<file path="src/rtl/nv_ram_fifo_ctrl_160x65_pkg.sv">
// Shared constants and helpers for the 160x65 RAM-backed FIFO controller.
package nv_ram_fifo_ctrl_160x65_pkg;

  localparam int unsigned DEPTH    = 160;
  localparam int unsigned WIDTH    = 65;
  localparam int unsigned AW       = 8;
  localparam int unsigned OQ_DEPTH = 3;
  localparam int unsigned CNT_W    = 9;
  localparam int unsigned PWR_W    = 32;
  localparam int unsigned OQ_PW    = 2;
  localparam int unsigned OQ_CW    = 2;
  localparam int unsigned CREDIT_W = 3;

  typedef logic [OQ_PW-1:0] oq_ptr_t;

  // Modulo-3 increment for the output-queue pointers.
  function automatic oq_ptr_t oq_ptr_inc(input oq_ptr_t p);
    return (p == OQ_PW'(OQ_DEPTH - 1)) ? '0 : p + OQ_PW'(1);
  endfunction

endpackage

</file>
<file path="src/rtl/nv_ram_fifo_ctrl_160x65_oq3.sv">
// Three-entry output queue; head payload and valid are registered and
// the payload holds its last value while the queue is empty.
module nv_fifo_ctrl_oq3
  import nv_ram_fifo_ctrl_160x65_pkg::*;
#(
  parameter int unsigned PD_W = WIDTH
) (
  input  logic             clk,
  input  logic             rst_n,
  input  logic             push,
  input  logic [PD_W-1:0]  push_pd,
  input  logic             pop,
  output logic [OQ_CW-1:0] cnt,
  output logic             head_vld,
  output logic [PD_W-1:0]  head_pd
);

  logic [PD_W-1:0]  mem [OQ_DEPTH];
  oq_ptr_t          wr_ptr;
  oq_ptr_t          rd_ptr;
  oq_ptr_t          rd_ptr_nxt;
  logic             pop_ok;
  logic [OQ_CW-1:0] cnt_after_pop;
  logic [OQ_CW-1:0] cnt_nxt;
  logic [PD_W-1:0]  head_nxt;

  // Next head: the pushed word bypasses the array when the queue drains to empty.
  always_comb begin
    pop_ok        = pop && (cnt != '0);
    rd_ptr_nxt    = pop_ok ? oq_ptr_inc(rd_ptr) : rd_ptr;
    cnt_after_pop = cnt - OQ_CW'(pop_ok);
    cnt_nxt       = cnt_after_pop + OQ_CW'(push);
    head_nxt      = (cnt_after_pop == '0) ? push_pd : mem[rd_ptr_nxt];
  end

  always_ff @(posedge clk) begin
    if (push) begin
      mem[wr_ptr] <= push_pd;
    end
  end

  always_ff @(posedge clk or negedge rst_n) begin
    if (!rst_n) begin
      wr_ptr   <= '0;
      rd_ptr   <= '0;
      cnt      <= '0;
      head_vld <= 1'b0;
      head_pd  <= '0;
    end else begin
      if (push) begin
        wr_ptr <= oq_ptr_inc(wr_ptr);
      end
      rd_ptr   <= rd_ptr_nxt;
      cnt      <= cnt_nxt;
      head_vld <= (cnt_nxt != '0);
      if (cnt_nxt != '0) begin
        head_pd <= head_nxt;
      end
    end
  end

endmodule

</file>
<file path="src/rtl/nv_ram_fifo_ctrl_160x65.sv">
// Controller for a FIFO built on an external 2-cycle-read RAM, with a
// credit-checked 3-entry output queue absorbing the read latency.
module nv_ram_fifo_ctrl_160x65
  import nv_ram_fifo_ctrl_160x65_pkg::*;
#(
  parameter int unsigned DEPTH = nv_ram_fifo_ctrl_160x65_pkg::DEPTH,
  parameter int unsigned WIDTH = nv_ram_fifo_ctrl_160x65_pkg::WIDTH
) (
  input  logic             nvdla_core_clk,
  input  logic             nvdla_core_rstn,
  input  logic             wr_pvld,
  output logic             wr_prdy,
  input  logic [WIDTH-1:0] wr_pd,
  output logic             rd_pvld,
  input  logic             rd_prdy,
  output logic [WIDTH-1:0] rd_pd,
  output logic [AW-1:0]    ram_wa,
  output logic             ram_we,
  output logic [WIDTH-1:0] ram_di,
  output logic [AW-1:0]    ram_ra,
  output logic             ram_re,
  output logic             ram_ore,
  input  logic [WIDTH-1:0] ram_dout,
  output logic [CNT_W-1:0] fifo_cnt,
  input  logic [PWR_W-1:0] pwrbus_ram_pd,
  output logic [PWR_W-1:0] ram_pwrbus_ram_pd
);

  logic [AW-1:0]       wr_ptr;
  logic [AW-1:0]       rd_ptr;
  logic [CNT_W-1:0]    ram_cnt;
  logic                p1;
  logic                p2;
  logic [OQ_CW-1:0]    oq_cnt;
  logic                wr_acc;
  logic                rd_iss;
  logic                oq_pop;
  logic [CREDIT_W-1:0] credit_used;

  // Credits count a word that pops this cycle as already gone, so a full
  // pipe can still issue one read per cycle without overrunning the queue.
  always_comb begin
    wr_prdy     = (ram_cnt != CNT_W'(DEPTH));
    wr_acc      = wr_pvld && wr_prdy && nvdla_core_rstn;
    oq_pop      = rd_pvld && rd_prdy;
    credit_used = CREDIT_W'(p1) + CREDIT_W'(p2) + CREDIT_W'(oq_cnt) - CREDIT_W'(oq_pop);
    rd_iss      = (ram_cnt != '0) && (credit_used < CREDIT_W'(OQ_DEPTH));
  end

  always_comb begin
    ram_we            = wr_acc;
    ram_wa            = wr_ptr;
    ram_di            = wr_pd;
    ram_re            = rd_iss;
    ram_ra            = rd_ptr;
    ram_ore           = p1;
    fifo_cnt          = ram_cnt + CNT_W'(p1) + CNT_W'(p2) + CNT_W'(oq_cnt);
    ram_pwrbus_ram_pd = pwrbus_ram_pd;
  end

  // RAM pointers and occupancy; ram_cnt only ever reflects committed writes.
  always_ff @(posedge nvdla_core_clk or negedge nvdla_core_rstn) begin
    if (!nvdla_core_rstn) begin
      wr_ptr  <= '0;
      rd_ptr  <= '0;
      ram_cnt <= '0;
    end else begin
      if (wr_acc) begin
        wr_ptr <= (wr_ptr == AW'(DEPTH - 1)) ? '0 : wr_ptr + AW'(1);
      end
      if (rd_iss) begin
        rd_ptr <= (rd_ptr == AW'(DEPTH - 1)) ? '0 : rd_ptr + AW'(1);
      end
      ram_cnt <= ram_cnt + CNT_W'(wr_acc) - CNT_W'(rd_iss);
    end
  end

  // Read-latency tracking: p1 = address registered, p2 = data out registered.
  always_ff @(posedge nvdla_core_clk or negedge nvdla_core_rstn) begin
    if (!nvdla_core_rstn) begin
      p1 <= 1'b0;
      p2 <= 1'b0;
    end else begin
      p1 <= rd_iss;
      p2 <= p1;
    end
  end

  nv_fifo_ctrl_oq3 #(
    .PD_W (WIDTH)
  ) u_oq (
    .clk      (nvdla_core_clk),
    .rst_n    (nvdla_core_rstn),
    .push     (p2),
    .push_pd  (ram_dout),
    .pop      (oq_pop),
    .cnt      (oq_cnt),
    .head_vld (rd_pvld),
    .head_pd  (rd_pd)
  );

endmodule
</file>
<file path="config.mk">
export PLATFORM = sky130hd
export DESIGN_NAME = nv_ram_fifo_ctrl_160x65
export DESIGN_NICKNAME = d
export VERILOG_FILES = /design/src/rtl/nv_ram_fifo_ctrl_160x65_pkg.sv /design/src/rtl/nv_ram_fifo_ctrl_160x65_oq3.sv /design/src/rtl/nv_ram_fifo_ctrl_160x65.sv
export SDC_FILE = /design/constraint.sdc
export NUM_CORES = 1
export LEC_CHECK = 0
export BUFFER_PORTS_ARGS = -buffer_cell sky130_fd_sc_hd__buf_2
export CORE_AREA = 2 2 159 161
export DETAILED_ROUTE_END_ITERATION = 6
export DIE_AREA = 0 0 161 163
export PLACE_DENSITY = 0.93
export SYNTH_ARGS = -nofsm -noshare
export SYNTH_HDL_FRONTEND = slang
export SYNTH_SLANG_ARGS = --single-unit
</file>
<file path="constraint.sdc">
create_clock -name nvdla_core_clk -period 12.4 [get_ports nvdla_core_clk]
set_clock_uncertainty 0.15 [all_clocks]
set_input_delay 3.72 -clock nvdla_core_clk [delete_from_list [all_inputs] [get_ports nvdla_core_clk]]
set_output_delay 3.72 -clock nvdla_core_clk [all_outputs]
set_load 0.02 [all_outputs]
</file>
==> flow_summary.yaml <==
sta:
  final-hold-violation-count: 0
  worst_pin_slew_ps: 1100
  slew_viol_final: 0
  fmax_ghz: 0.102
  period_minus_slack_ps: 9780
  setup_violations: 0
  rsz0062_at_grt: "false"
  fin_crit_sh_pct: 78.9
  tns_ps: 0
  setup_slack_ps: 2620
  slew_headroom_pct: 26.5
clocking:
  insertion_delay_ps: 550
  cts_hold_buf: 0
  clockRootBuffer: "clkbuf_16"
  cts_sinks: 294
  cts_tree: "done"
  post_cts_buffers: 0
  ctsLongestPathBuffers: 3
  cts_max_level: 1
  cts_made_buffers: 30
  clk_pin_slew_ps: 70
  cts_resized: 0
placement:
  portBuffers: 163
  post-place-ws_ps: 2650
  hpwl_microns: 25000
  place_congestion: 0.817
  placed_cells: 1709
die:
  die_x_microns: 161
  start_util_pct: 57.0
  num_io_pins: 358
  die_h_microns: 163
  rows: 58
  die_area_sq_mm: 0.0262
  core_area_sq_mm: 0.0247
routing:
  routedWlPerCell_microns: 22.7
  drt_wl_total_microns: 40100
  vias_per_cell: 6.23
  vias: 11000
  drc_errors: 0
  drt_first_pass_iters: 6
  drtAntennaViolNets: 0
  initialDrtViolationCount: 1359
logic_synthesis:
  synth.cell_area_sq_mm: 0.0141
  ys.flop_type: "edfxtp_1"
  yosys.cell_types.count: 44
  postSynthAreaPerCell_sq_um: 10.2
  synth_nets: 1571
  synth_edf_count: 195
  yosysWarnings: 0
  synth-seq-area-share_pct: 59.2
  postSynthCellCount: 1373
  synth_seq_cells: 294
  synth-async-reset-ratio_pct: 33.7
setup_path:
  r2r-start: "u_oq.cnt[1]"
  slowest_delay_ps: 400
  setup.worst_path.end_class: "primary output"
  arrival_ps: 5910
  worstSetupPathType: "input pin to primary output"
  slowest_stage: "fa_1"
  crit_chain: "buf_2, and2_1, ha_1, fa_1, inv_1, fa_1, nor2b_1, a311o_1, inv_2, buf_2"
  rr_endpoint: "u_oq.head_pd[62]"
  required_ps: 8530
  startpoint: "rd_prdy"
  r2r_slack_ps: 7280
  r2r_cells: 13
  path_max_fanout: 7
  critPathLaunchType: "input pin"
  cp-endpoint: "ram_re"
finish:
  layout_commonest_cell: "nand2_1"
  final_cell_mix: "nand2_1, edfxtp_1, buf_2"
  stdcell_count: 1767
  fin_nets: 1609
  syn_to_final_growth_pct: 10.2
  drive_gt1_share_pct: 17.2
grt:
  overflow: 0
  grt_use_total_pct: 29.4
  grt_max_degree: 84
  grt_pass1_wl_microns: 60100
  grt_pass1_vias: 10700
  grt_antenna_before_repair: 2
outcome:
  status: "completed"
pwr:
  irDropWorstVdd_mv: 0.397
  powerDensity_mw_per_mm2: 341
  clock_power_share_pct: 18.3
  net-switching-power_mw: 2.38
  p_sw_share_pct: 45.1
  total_power_mw: 5.28
  p_leak_nw: 6.26
  internal_power_mw: 2.90
  seq_power_share_pct: 30.5
  p_comb_share_pct: 51.2
run:
  maxCapViolCount: 0
worst_hold_path:
  hp-class: "register to register"
  holdCritStartpoint: "ram_ore"
==> power by group through the flow <==
stage | logic, mW | registers [mW] | clock network (mW)
floorplan | 1.79 | 1.76 | 0
global placement | 2.52 | 1.60 | 0
detailed placement | 2.65 | 1.62 | 0
CTS | 2.68 | 1.60 | 0.969
global route | 2.91 | 1.64 | 1.00
finish | 2.70 | 1.61 | 0.965
==> how the worst min path moves through the flow <==
stage                                  end  slack, ps  cells after the start
after global routing                    p2        340                      0
after CTS                               p2        330                      0
after floorplan            u_oq.head_pd[0]        310                      2
final                                   p2        330                      0
after global placement     u_oq.head_pd[2]        310                      2
after detailed placement  u_oq.head_pd[48]        330                      2
==> logic make-up after synthesis <==
family | Yosys count | synth area share [%]
fa+ha+maj | 32 | 3.11
mux | 1 | 0.0711
buf+inv | 269 | 10.0
flops | 294 | 59.2
compound gates | 226 | 10.1
xor+xnor | 26 | 1.62
simple gates | 525 | 15.8
==> cell type report <==
class                           instances  area (sq um)
Clock buffer                           36           835
Inverter                               95           357
Antenna cell                            2          5.00
Timing Repair Buffer                  180           946
Fill cell                            1797          9170
Clock inverter                         20           233
Tap cell                              330           413
Sequential cell                       294          8330
Multi-Input combinational cell        810          4380
==> cell usage after synthesis (3+ instances only) <==
master    count  share of area (%)
a21o_1        5               0.27
a21oi_1     135                4.8
buf_1        12               0.32
buf_2        25               0.89
buf_4        99                5.3
clkbuf_1     38                1.0
dfrtp_1      99                 18
edfxtp_1    195                 42
fa_1          5               0.71
ha_1         27                2.4
inv_1        94                2.5
nand2_1     283                7.6
nand3_1       5               0.18
nand4_1       4               0.18
nor2_1       78                2.1
nor2b_1       6               0.27
nor3_1      133                4.7
o21ai_0       8               0.28
o32ai_1      65                4.0
xnor2_1      23                1.4
xor2_1        3               0.19
==> stage by stage <==
| stage | utilization (%) | hold WS [ps] | area (sq um) |
|---|---|---|---|
| global route | 62.8 | 345 | 15500 |
| CTS | 62.8 | 334 | 15500 |
| global placement | 58.5 | 314 | 14400 |
| floorplan | - | 311 | 14100 |
| finish | 62.8 | 327 | 15500 |
| detailed placement | 58.5 | 328 | 14400 |
==> state kept, by name (all words and copies together) (netlist names), 2 cells and up <==
register,count
ram_wa,8
u_oq.head_pd,65
ram_cnt,9
u_oq.wr_ptr,2
u_oq.rd_ptr,2
u_oq.cnt,2
u_oq.mem,195
ram_ra,8
==> per-layer routing <==
metal | part of all wire [%] | GRT usage (%) | routed length [microns]
met1 | 33 | 33.3 | 13200
met2 | 47 | 47.8 | 18800
met3 | 13 | 10.7 | 5050
met4 | 7.5 | 18.5 | 2990
met5 | 0 | 0 | 0
==> critical path: cells and delay by family <==
kind	cells	cell delay, ps
buffers and inverters	4	510
and+or+nand+nor	2	270
adders and majority gates	3	1040
AOI/OAI and AO/OA	1	360
Note: power is estimated with default switching activity, not from simulation.
